## config.mk

```make
export PLATFORM = sky130hd
export DESIGN_NAME = dm_access_ctrl
export DESIGN_NICKNAME = d
export VERILOG_FILES = /design/src/rtl/dm_access_ctrl_pkg.sv /design/src/rtl/dm_access_ctrl_lane_ext.sv /design/src/rtl/dm_access_ctrl.sv
export SDC_FILE = /design/constraint.sdc
export NUM_CORES = 1
export LEC_CHECK = 0
export CAP_MARGIN = 20
export CORE_ASPECT_RATIO = 0.6
export CORE_MARGIN = 3
export CORE_UTILIZATION = 55
export CTS_CLUSTER_SIZE = 16
export DETAILED_ROUTE_END_ITERATION = 6
export DONT_BUFFER_PORTS = 1
export PLACE_DENSITY_LB_ADDON = 0.08
export SLEW_MARGIN = 25
export SYNTH_ARGS = -nofsm -noshare
export SYNTH_HDL_FRONTEND = slang
export SYNTH_SLANG_ARGS = --single-unit
```

## constraint.sdc

```tcl
create_clock -name clk -period 1.9 [get_ports clk]
set_clock_uncertainty 0.15 [all_clocks]
set_input_delay 0.38 -clock clk [delete_from_list [all_inputs] [get_ports clk]]
set_output_delay 0.38 -clock clk [all_outputs]
set_load 0.02 [all_outputs]
```

## src/rtl/dm_access_ctrl_pkg.sv

```systemverilog
// Shared encodings for the data-memory access controller.
package dm_access_ctrl_pkg;

    localparam logic [1:0] SIZE_B = 2'b00;
    localparam logic [1:0] SIZE_H = 2'b01;
    localparam logic [1:0] SIZE_W = 2'b10;

    localparam bit DM_DEBUG = 1'b0;

    typedef enum logic [2:0] {
        ST_IDLE = 3'd0,
        ST_RD   = 3'd1,
        ST_WR   = 3'd2,
        ST_ERR  = 3'd3,
        ST_DONE = 3'd4
    } state_t;

    function automatic logic misaligned(logic [1:0] size, logic [1:0] off);
        logic bad;
        bad = 1'b1;
        unique case (1'b1)
            size == SIZE_B: bad = 1'b0;
            size == SIZE_H: bad = off[0];
            size == SIZE_W: bad = |off;
            default:        bad = 1'b1;
        endcase
        return bad;
    endfunction

    function automatic logic [3:0] be_gen(logic [1:0] size, logic [1:0] off);
        logic [3:0] be;
        be = 4'b0000;
        unique case (1'b1)
            size == SIZE_B: be = 4'b0001 << off;
            size == SIZE_H: be = off[1] ? 4'b1100 : 4'b0011;
            size == SIZE_W: be = 4'b1111;
            default:        be = 4'b0000;
        endcase
        return be;
    endfunction

endpackage

```

## src/rtl/dm_access_ctrl_lane_ext.sv

```systemverilog
// Load lane select and sign/zero extension from raw memory word.
module dm_lane_ext
    import dm_access_ctrl_pkg::*;
#(
    parameter int width = 32
) (
    input  logic [width-1:0] dout,
    input  logic [1:0]       off,
    input  logic [1:0]       size,
    input  logic             uns,
    output logic [width-1:0] rdata_next
);

    logic [7:0]  byte_v;
    logic [15:0] half_v;

    always_comb begin
        byte_v     = 8'(dout >> {off, 3'b000});
        half_v     = 16'(dout >> {off[1], 4'b0000});
        rdata_next = dout;
        unique case (1'b1)
            size == SIZE_B: rdata_next = {{(width-8){~uns & byte_v[7]}}, byte_v};
            size == SIZE_H: rdata_next = {{(width-16){~uns & half_v[15]}}, half_v};
            default:        rdata_next = dout;
        endcase
    end

endmodule

```

## src/rtl/dm_access_ctrl.sv

```systemverilog
// Load/store initiator for the 4 KB word-addressed data memory.
module dm_access_ctrl
    import dm_access_ctrl_pkg::*;
#(
    parameter int width     = 32,
    parameter int AddrWidth = 10
) (
    input  logic                 clk,
    input  logic                 rst_n,
    input  logic                 req,
    input  logic                 we,
    input  logic [1:0]           size,
    input  logic                 uns,
    input  logic [31:0]          addr,
    input  logic [width-1:0]     wdata,
    output logic                 busy,
    output logic                 done,
    output logic                 err,
    output logic [width-1:0]     rdata,
    output logic [AddrWidth-1:0] dm_addr,
    output logic [3:0]           dm_be,
    output logic [width-1:0]     dm_din,
    output logic                 dm_wr,
    input  logic [width-1:0]     dm_dout
);

    state_t               state_q, state_d;
    logic [1:0]           size_q;
    logic                 uns_q;
    logic [AddrWidth+1:0] addr_q;
    logic [width-1:0]     wdata_q;
    logic [width-1:0]     rdata_q;
    logic [width-1:0]     rdata_next;
    logic [3:0]           be_q;
    logic                 err_q;
    logic                 bad;
    logic                 take;
    logic                 unused_hi;

    assign unused_hi = ^addr[31:AddrWidth+2];

    assign bad  = misaligned(size, addr[1:0]);
    assign take = (state_q == ST_IDLE) && req;

    always_comb begin
        state_d = state_q;
        unique case (state_q)
            ST_IDLE: begin
                if (req) begin
                    if (bad)     state_d = ST_ERR;
                    else if (we) state_d = ST_WR;
                    else         state_d = ST_RD;
                end
            end
            ST_RD, ST_WR, ST_ERR: state_d = ST_DONE;
            ST_DONE:              state_d = ST_IDLE;
            default:              state_d = ST_IDLE;
        endcase
    end

    always_ff @(posedge clk or negedge rst_n) begin
        if (!rst_n) begin
            state_q <= ST_IDLE;
            size_q  <= SIZE_B;
            uns_q   <= 1'b0;
            addr_q  <= '0;
            wdata_q <= '0;
            rdata_q <= '0;
            be_q    <= 4'b0000;
            err_q   <= 1'b0;
        end else begin
            state_q <= state_d;
            if (take) begin
                size_q  <= size;
                uns_q   <= uns;
                addr_q  <= addr[AddrWidth+1:0];
                wdata_q <= wdata;
                err_q   <= bad;
                be_q    <= bad ? 4'b0000 : be_gen(size, addr[1:0]);
            end
            // enables only live for the single memory cycle
            if (state_q == ST_RD || state_q == ST_WR) be_q <= 4'b0000;
            if (state_q == ST_RD) rdata_q <= rdata_next;
        end
    end

    dm_lane_ext #(.width(width)) u_ext (
        .dout       (dm_dout),
        .off        (addr_q[1:0]),
        .size       (size_q),
        .uns        (uns_q),
        .rdata_next (rdata_next)
    );

    assign busy    = (state_q != ST_IDLE);
    assign done    = (state_q == ST_DONE);
    assign err     = done && err_q;
    assign dm_wr   = (state_q == ST_WR);
    assign dm_be   = be_q;
    assign dm_din  = wdata_q;
    assign dm_addr = addr_q[AddrWidth+1:2];
    assign rdata   = rdata_q;

endmodule

```

==> results of run 1 <==
[worst register-to-register path, stage by stage (launching register included)]
cell and delay, ps:
dfrtp_1 390, mux4_2 550, nor3b_4 190, o21ai_4 180, buf_12 180, nand3_1 90
[per-stage QoR]
| step | hold WS, ps | setup TNS [ps] | instances |
|---|---|---|---|
| 3_5_place_dp | -63.7 | 0 | 519 |
| 5_1_grt | -430 | -1.85 | 564 |
| 2_1_floorplan | -65.6 | 0 | 451 |
| 3_3_place_gp | -63.8 | 0 | 519 |
| 4_1_cts | -425 | 0 | 565 |
| 6_report | -411 | 0 | 564 |
[area by class of cell]
type / instances / area share
clock inverters: 4 / 0.00937
multi-input cells: 318 / 0.353
inverters: 5 / 0.00390
well taps: 87 / 0.0226
repair buffers: 52 / 0.106
flip-flops and latches: 87 / 0.453
clock buffers: 11 / 0.0526
[registers in the layout (all words and copies together), names as in the netlist]
| signal | cells |
|---|---|
| addr_q | 12 |
| dm_be | 4 |
| dm_din | 32 |
| err_q | 1 |
| rdata | 32 |
| size_q | 2 |
| state_q | 3 |
| uns_q | 1 |
[power groups by stage]
stage,registers [mW],clock network [mW],logic [mW]
global placement,4.34,0,2.45
floorplan,3.99,0,2.25
CTS,4.33,1.77,2.62
detailed placement,4.35,0,2.57
finish,4.33,1.73,2.69
global route,4.46,1.86,3.05
[kinds of logic after synthesis]
family,after synthesis
xor+xnor,2
compound gates,47
buf+inv,46
flops,87
mux,9
simple gates,260
[cells in the final DEF (no fill, tap or decap), types with 2 or more instances in the layout]
cell | synthesis | routed
nand3b_1 | 8 | 8
clkbuf_8 | 0 | 2
dfrtp_1 | 87 | 87
a221oi_1 | 2 | 2
nor3_1 | 5 | 4
nor2_1 | 8 | 7
dlygate4sd3_1 | 0 | 31
nor2b_1 | 3 | 3
clkinv_2 | 0 | 3
a221o_1 | 8 | 8
clkbuf_16 | 0 | 9
nor3_2 | 2 | 2
o21ai_0 | 10 | 10
nand2b_1 | 7 | 7
nand3_2 | 10 | 10
and3_1 | 9 | 8
nor4_1 | 6 | 5
mux2i_1 | 8 | 7
buf_4 | 10 | 17
o21ai_1 | 2 | 2
nand2_1 | 173 | 173
and2_2 | 0 | 2
a211oi_1 | 7 | 7
a21oi_1 | 13 | 12
buf_12 | 0 | 3
inv_1 | 5 | 5
nand3_1 | 22 | 22
[metal layers]
layer / part of all wire / global-route usage
met5: 0 / 0
met4: 0.0063 / 0.0573
met3: 0.12 / 0.113
met2: 0.45 / 0.370
met1: 0.43 / 0.325
[timing repair]
item                       in CTS  in global routing
setup endpoints to repair       1                 15
cloned                          0                  0
resized for setup               1                 10
pin swaps                       0                  2
hold endpoints to repair      118                 87
[final timing paths]
kind / from / to / depth (start not counted)
min reg2reg: err_q / err_q / 2
min in group clk: addr[7] / addr_q[7] / 2
max: addr_q[1] / rdata[19] / 5
max in group asynchronous: rst_n / rdata[20] / 0
max reg2reg: addr_q[1] / rdata[19] / 5
min: rst_n / rdata[16] / 0
==> impl_metrics.toml, run 1 <==
[sta]
slew_viol_final = 0
whs_ps = -411
finalCriticalPeriod_ps = 1830
relSlewSlack = 0.592
layout_setup_ws_ps = 65.4
final.period_utilization = 0.966
rsz0062_at_grt = "true"
worstMarginPinSlew_ps = 612
max_freq_mhz = 545
setup_violations = 0
hold_viol_final = 87

[yosys]
synthTopCellsByCount = "nand2_1, dfrtp_1, clkbuf_1"
synth_adder_area_share = 0
yosys.area.top_type_share = 0.536
synthTopCellsByArea = "dfrtp_1, nand2_1, nand3_1"
yosysMostFrequentCell = "nand2_1"
yosys.cell_types.count = 37
syn_area_per_cell_um2 = 9.00
synth_compound_area_frac = 0.0798
synth_xor_xnor_area_share = 0.00432
synthArstFlopShare = 1.00
syn_area_um2 = 4060
ys_seq_area_frac = 0.536
synthSimpleGateAreaFrac = 0.297
yosysTopAreaCell = "dfrtp_1"
synth_edf_count = 0
syn_nets = 554
synthFlopType = "dfrtp_1"
synth_top_family_by_area = "simple AND/OR/NAND/NOR gates"
ys_warn_count = 0
synth_seq_cells = 87
synthMuxAreaShare = 0.0253
syn-instance-count = 451

[global_route]
antenna_found_initial = 0
track_usage = 0.245
overflow = 0
grt_pass1_wl_um = 16000
grt_start_max_net_pins = 88
first_global_vias = 3193

[finish]
finalNetCount = 576
fill_cells = 525
design_area_um2 = 4810
antenna_cells = 0
utilization = 0.696
seq_area_um2 = 2180
multiInputGateArea_um2 = 1700
drive_gt1_frac = 0.128
areaGrowthSynthToFinish_pct = 18.5

[clocking]
numCtsBuffers = 9
cts_max_level = 3
worstSkewPairLatency_ps = 330
cts_setup_buffers = 0
ctsHoldBuffers = 31
cts.sinks = 87
clockBufferDepth = 2
cts_root_buffer = "clkbuf_16"
cts_tree = "yes"
clk_pin_slew_ps = 60

[setup_path]
crit_fanout = 16
required_ps = 1960
path_class = "reg2reg"
ff2ff_setup_slack_ps = 70
start_kind = "flop"
slowest_delay_ps = 550
crit_family = "multiplexers"
cp_data_arrival_time_ps = 1890
crit_chain = "mux4_2 -> nor3b_4 -> o21ai_4 -> buf_12 -> nand3_1"
crit_buf_inv = 1
end_kind = "flop"
cpMaxStageDelayCell = "mux4_2"

[routing]
dr.pass1.iters = 4
vias = 3219
routed_wl_um = 10100
wl_per_cell_um = 17.8
detail-route-antenna-nets = 0
drt-initial-drc-count = 239
drc = 0
vias_per_cell = 5.71

[floorplanning]
io-pin-count = 185
die_w_um = 117
dieArea_um2 = 8480
rows = 23
start_util = 0.588
core-area_um2 = 6910
die_h_um = 72.5

[place]
portBuffers = 0
hpwl_um = 6860
place_congestion = 0.848
placed_area_um2 = 4160
pre_cts_slack_ps = 9.03

[pwr]
p_leak_nw = 2.40
vdd_drop_max_mv = 0.957
p_clk_frac = 0.198
switching_share = 0.439
p_per_area_nw_per_um2 = 1820
power_frac_seq = 0.495
power_switching_mw = 3.84
combPwrFrac = 0.307
internal_power_mw = 4.91
total_power_mw = 8.75

[outcome]
status = "finished, violations left"
violations = "negative hold slack"

[worst_hold_path]
hp-class = "in2async"

[flow_run]
maxCapViolCount = 0
Note: power is estimated with default switching activity, not from simulation.
==> inputs of run 2 (changes only) <==
Clock period 1.9 ns to 2.3 ns, I/O delays scaled along.
==> impl_metrics.toml, run 2 (synthesis results as in run 1) <==
[clocking]
cts.sinks = 87
cts_max_level = 3
clockBufferDepth = 2
cts_setup_buffers = 0
clk_pin_slew_ps = 60
cts_tree = "yes"
worstSkewPairLatency_ps = 330
cts_root_buffer = "clkbuf_16"
cts.repair.resized = 0
numCtsBuffers = 9

[worst_hold_path]
hp-class = "in2async"

[sta]
whs_ps = -332
max_freq_mhz = 493
hold_viol_final = 87
worstMarginPinSlew_ps = 678
slew_viol_final = 0
finalCriticalPeriod_ps = 2030
final.period_utilization = 0.882
setup_violations = 0
relSlewSlack = 0.544
rsz0062_at_grt = "false"
setup_tns_ps = 0

[global_route]
first_global_vias = 2900
grt_start_max_net_pins = 88
grt_pass1_wl_um = 15100
track_usage = 0.232
overflow = 0
antenna_found_initial = 0

[pwr]
p_leak_nw = 2.24
p_per_area_nw_per_um2 = 1640
vdd_drop_max_mv = 0.754

[flow_run]
maxCapViolCount = 0

[routing]
routed_wl_um = 9590
drc = 0
dr.pass1.iters = 4
wl_per_cell_um = 18.3
vias_per_cell = 5.82
vias = 3053
detail-route-antenna-nets = 0
drt-initial-drc-count = 350

[finish]
drive_gt1_frac = 0.105
areaGrowthSynthToFinish_pct = 9.22
fill_cells = 596
layout_commonest_cell = "nand2_1"
final_cell_mix = "nand2_1, dfrtp_1, nand3_1"
antenna_cells = 0
finalNetCount = 536

[place]
portBuffers = 0
place_congestion = 0.820
hpwl_um = 6890

[floorplanning]
die_w_um = 117
die_h_um = 72.5
io-pin-count = 185
rows = 23
start_util = 0.588
dieArea_um2 = 8480
core-area_um2 = 6910

[setup_path]
crit_fanout = 16
slowest_delay_ps = 680
required_ps = 2420
cpMaxStageDelayCell = "or3b_1"
path_class = "reg2reg"
cp_data_arrival_time_ps = 2150
crit_chain = "or3b_1 -> nor3_2 -> o21ai_4 -> buf_4 -> nand3_1"
start_kind = "flop"
end_kind = "flop"

[outcome]
violations = "negative hold slack"
status = "finished, violations left"
## run 2: power breakdown
part	internal, mW	total, mW	switching, mW
Clock	1.12	1.69	0.568
Combinational	0.797	2.03	1.23
Sequential	2.24	3.56	1.32
## run 2: critical path: cells and delay by family, from the launching register on
| family | cells | cell delay, ps |
|---|---|---|
| buf+inv | 1 | 220 |
| flops | 1 | 440 |
| compound gates | 1 | 80 |
| simple gates | 3 | 1070 |
## run 2: through the flow
| stage | instances | power, mW | cell area [um^2] | setup WS (ps) | util |
|---|---|---|---|---|---|
| after global placement | 509 | 5.53 | 4080 | 320 | 0.590 |
| final | 525 | 7.27 | 4430 | 271 | 0.642 |
| after floorplan | 451 | 5.15 | 4060 | 473 | - |
| after CTS | 525 | 7.33 | 4430 | 281 | 0.642 |
| after detailed placement | 509 | 5.63 | 4080 | 297 | 0.590 |
| after global routing | 525 | 7.79 | 4430 | 161 | 0.642 |
## run 2: area by class of cell
cell class	instances	area [um^2]	area share
sequential	87	2180	0.491
multi-input combinational	318	1660	0.374
clock buffer	11	253	0.0570
timing repair buffer	12	115	0.0260
tap	87	109	0.0246
clock inverter	5	104	0.0234
inverter	5	18.8	0.00423
## run 2: per-layer routing
| layer | wire, um | share of wire | up-vias | global-route usage |
|---|---|---|---|---|
| met2 | 4150 | 0.43 | 148 | 0.325 |
| met5 | 0 | 0 | - | 0.0242 |
| li1 | - | - | 1447 | - |
| met1 | 4050 | 0.42 | 1452 | 0.318 |
| met4 | 65 | 0.0068 | 0 | 0.0649 |
| met3 | 1330 | 0.14 | 6 | 0.116 |
## run 2: path summary, 6_finish.rpt
kind / slack (ps) / from / cells past startpoint / end
setup / recovery: 270 / state_q[1] / 5 / rdata[30]
hold / removal: -330 / rst_n / 0 / rdata[5]
setup reg to reg: 270 / state_q[1] / 5 / rdata[30]
hold reg to reg: 330 / err_q / 2 / err_q
max in group asynchronous: 2210 / rst_n / 0 / dm_din[13]
min in group clk: 60 / we / 1 / state_q[0]
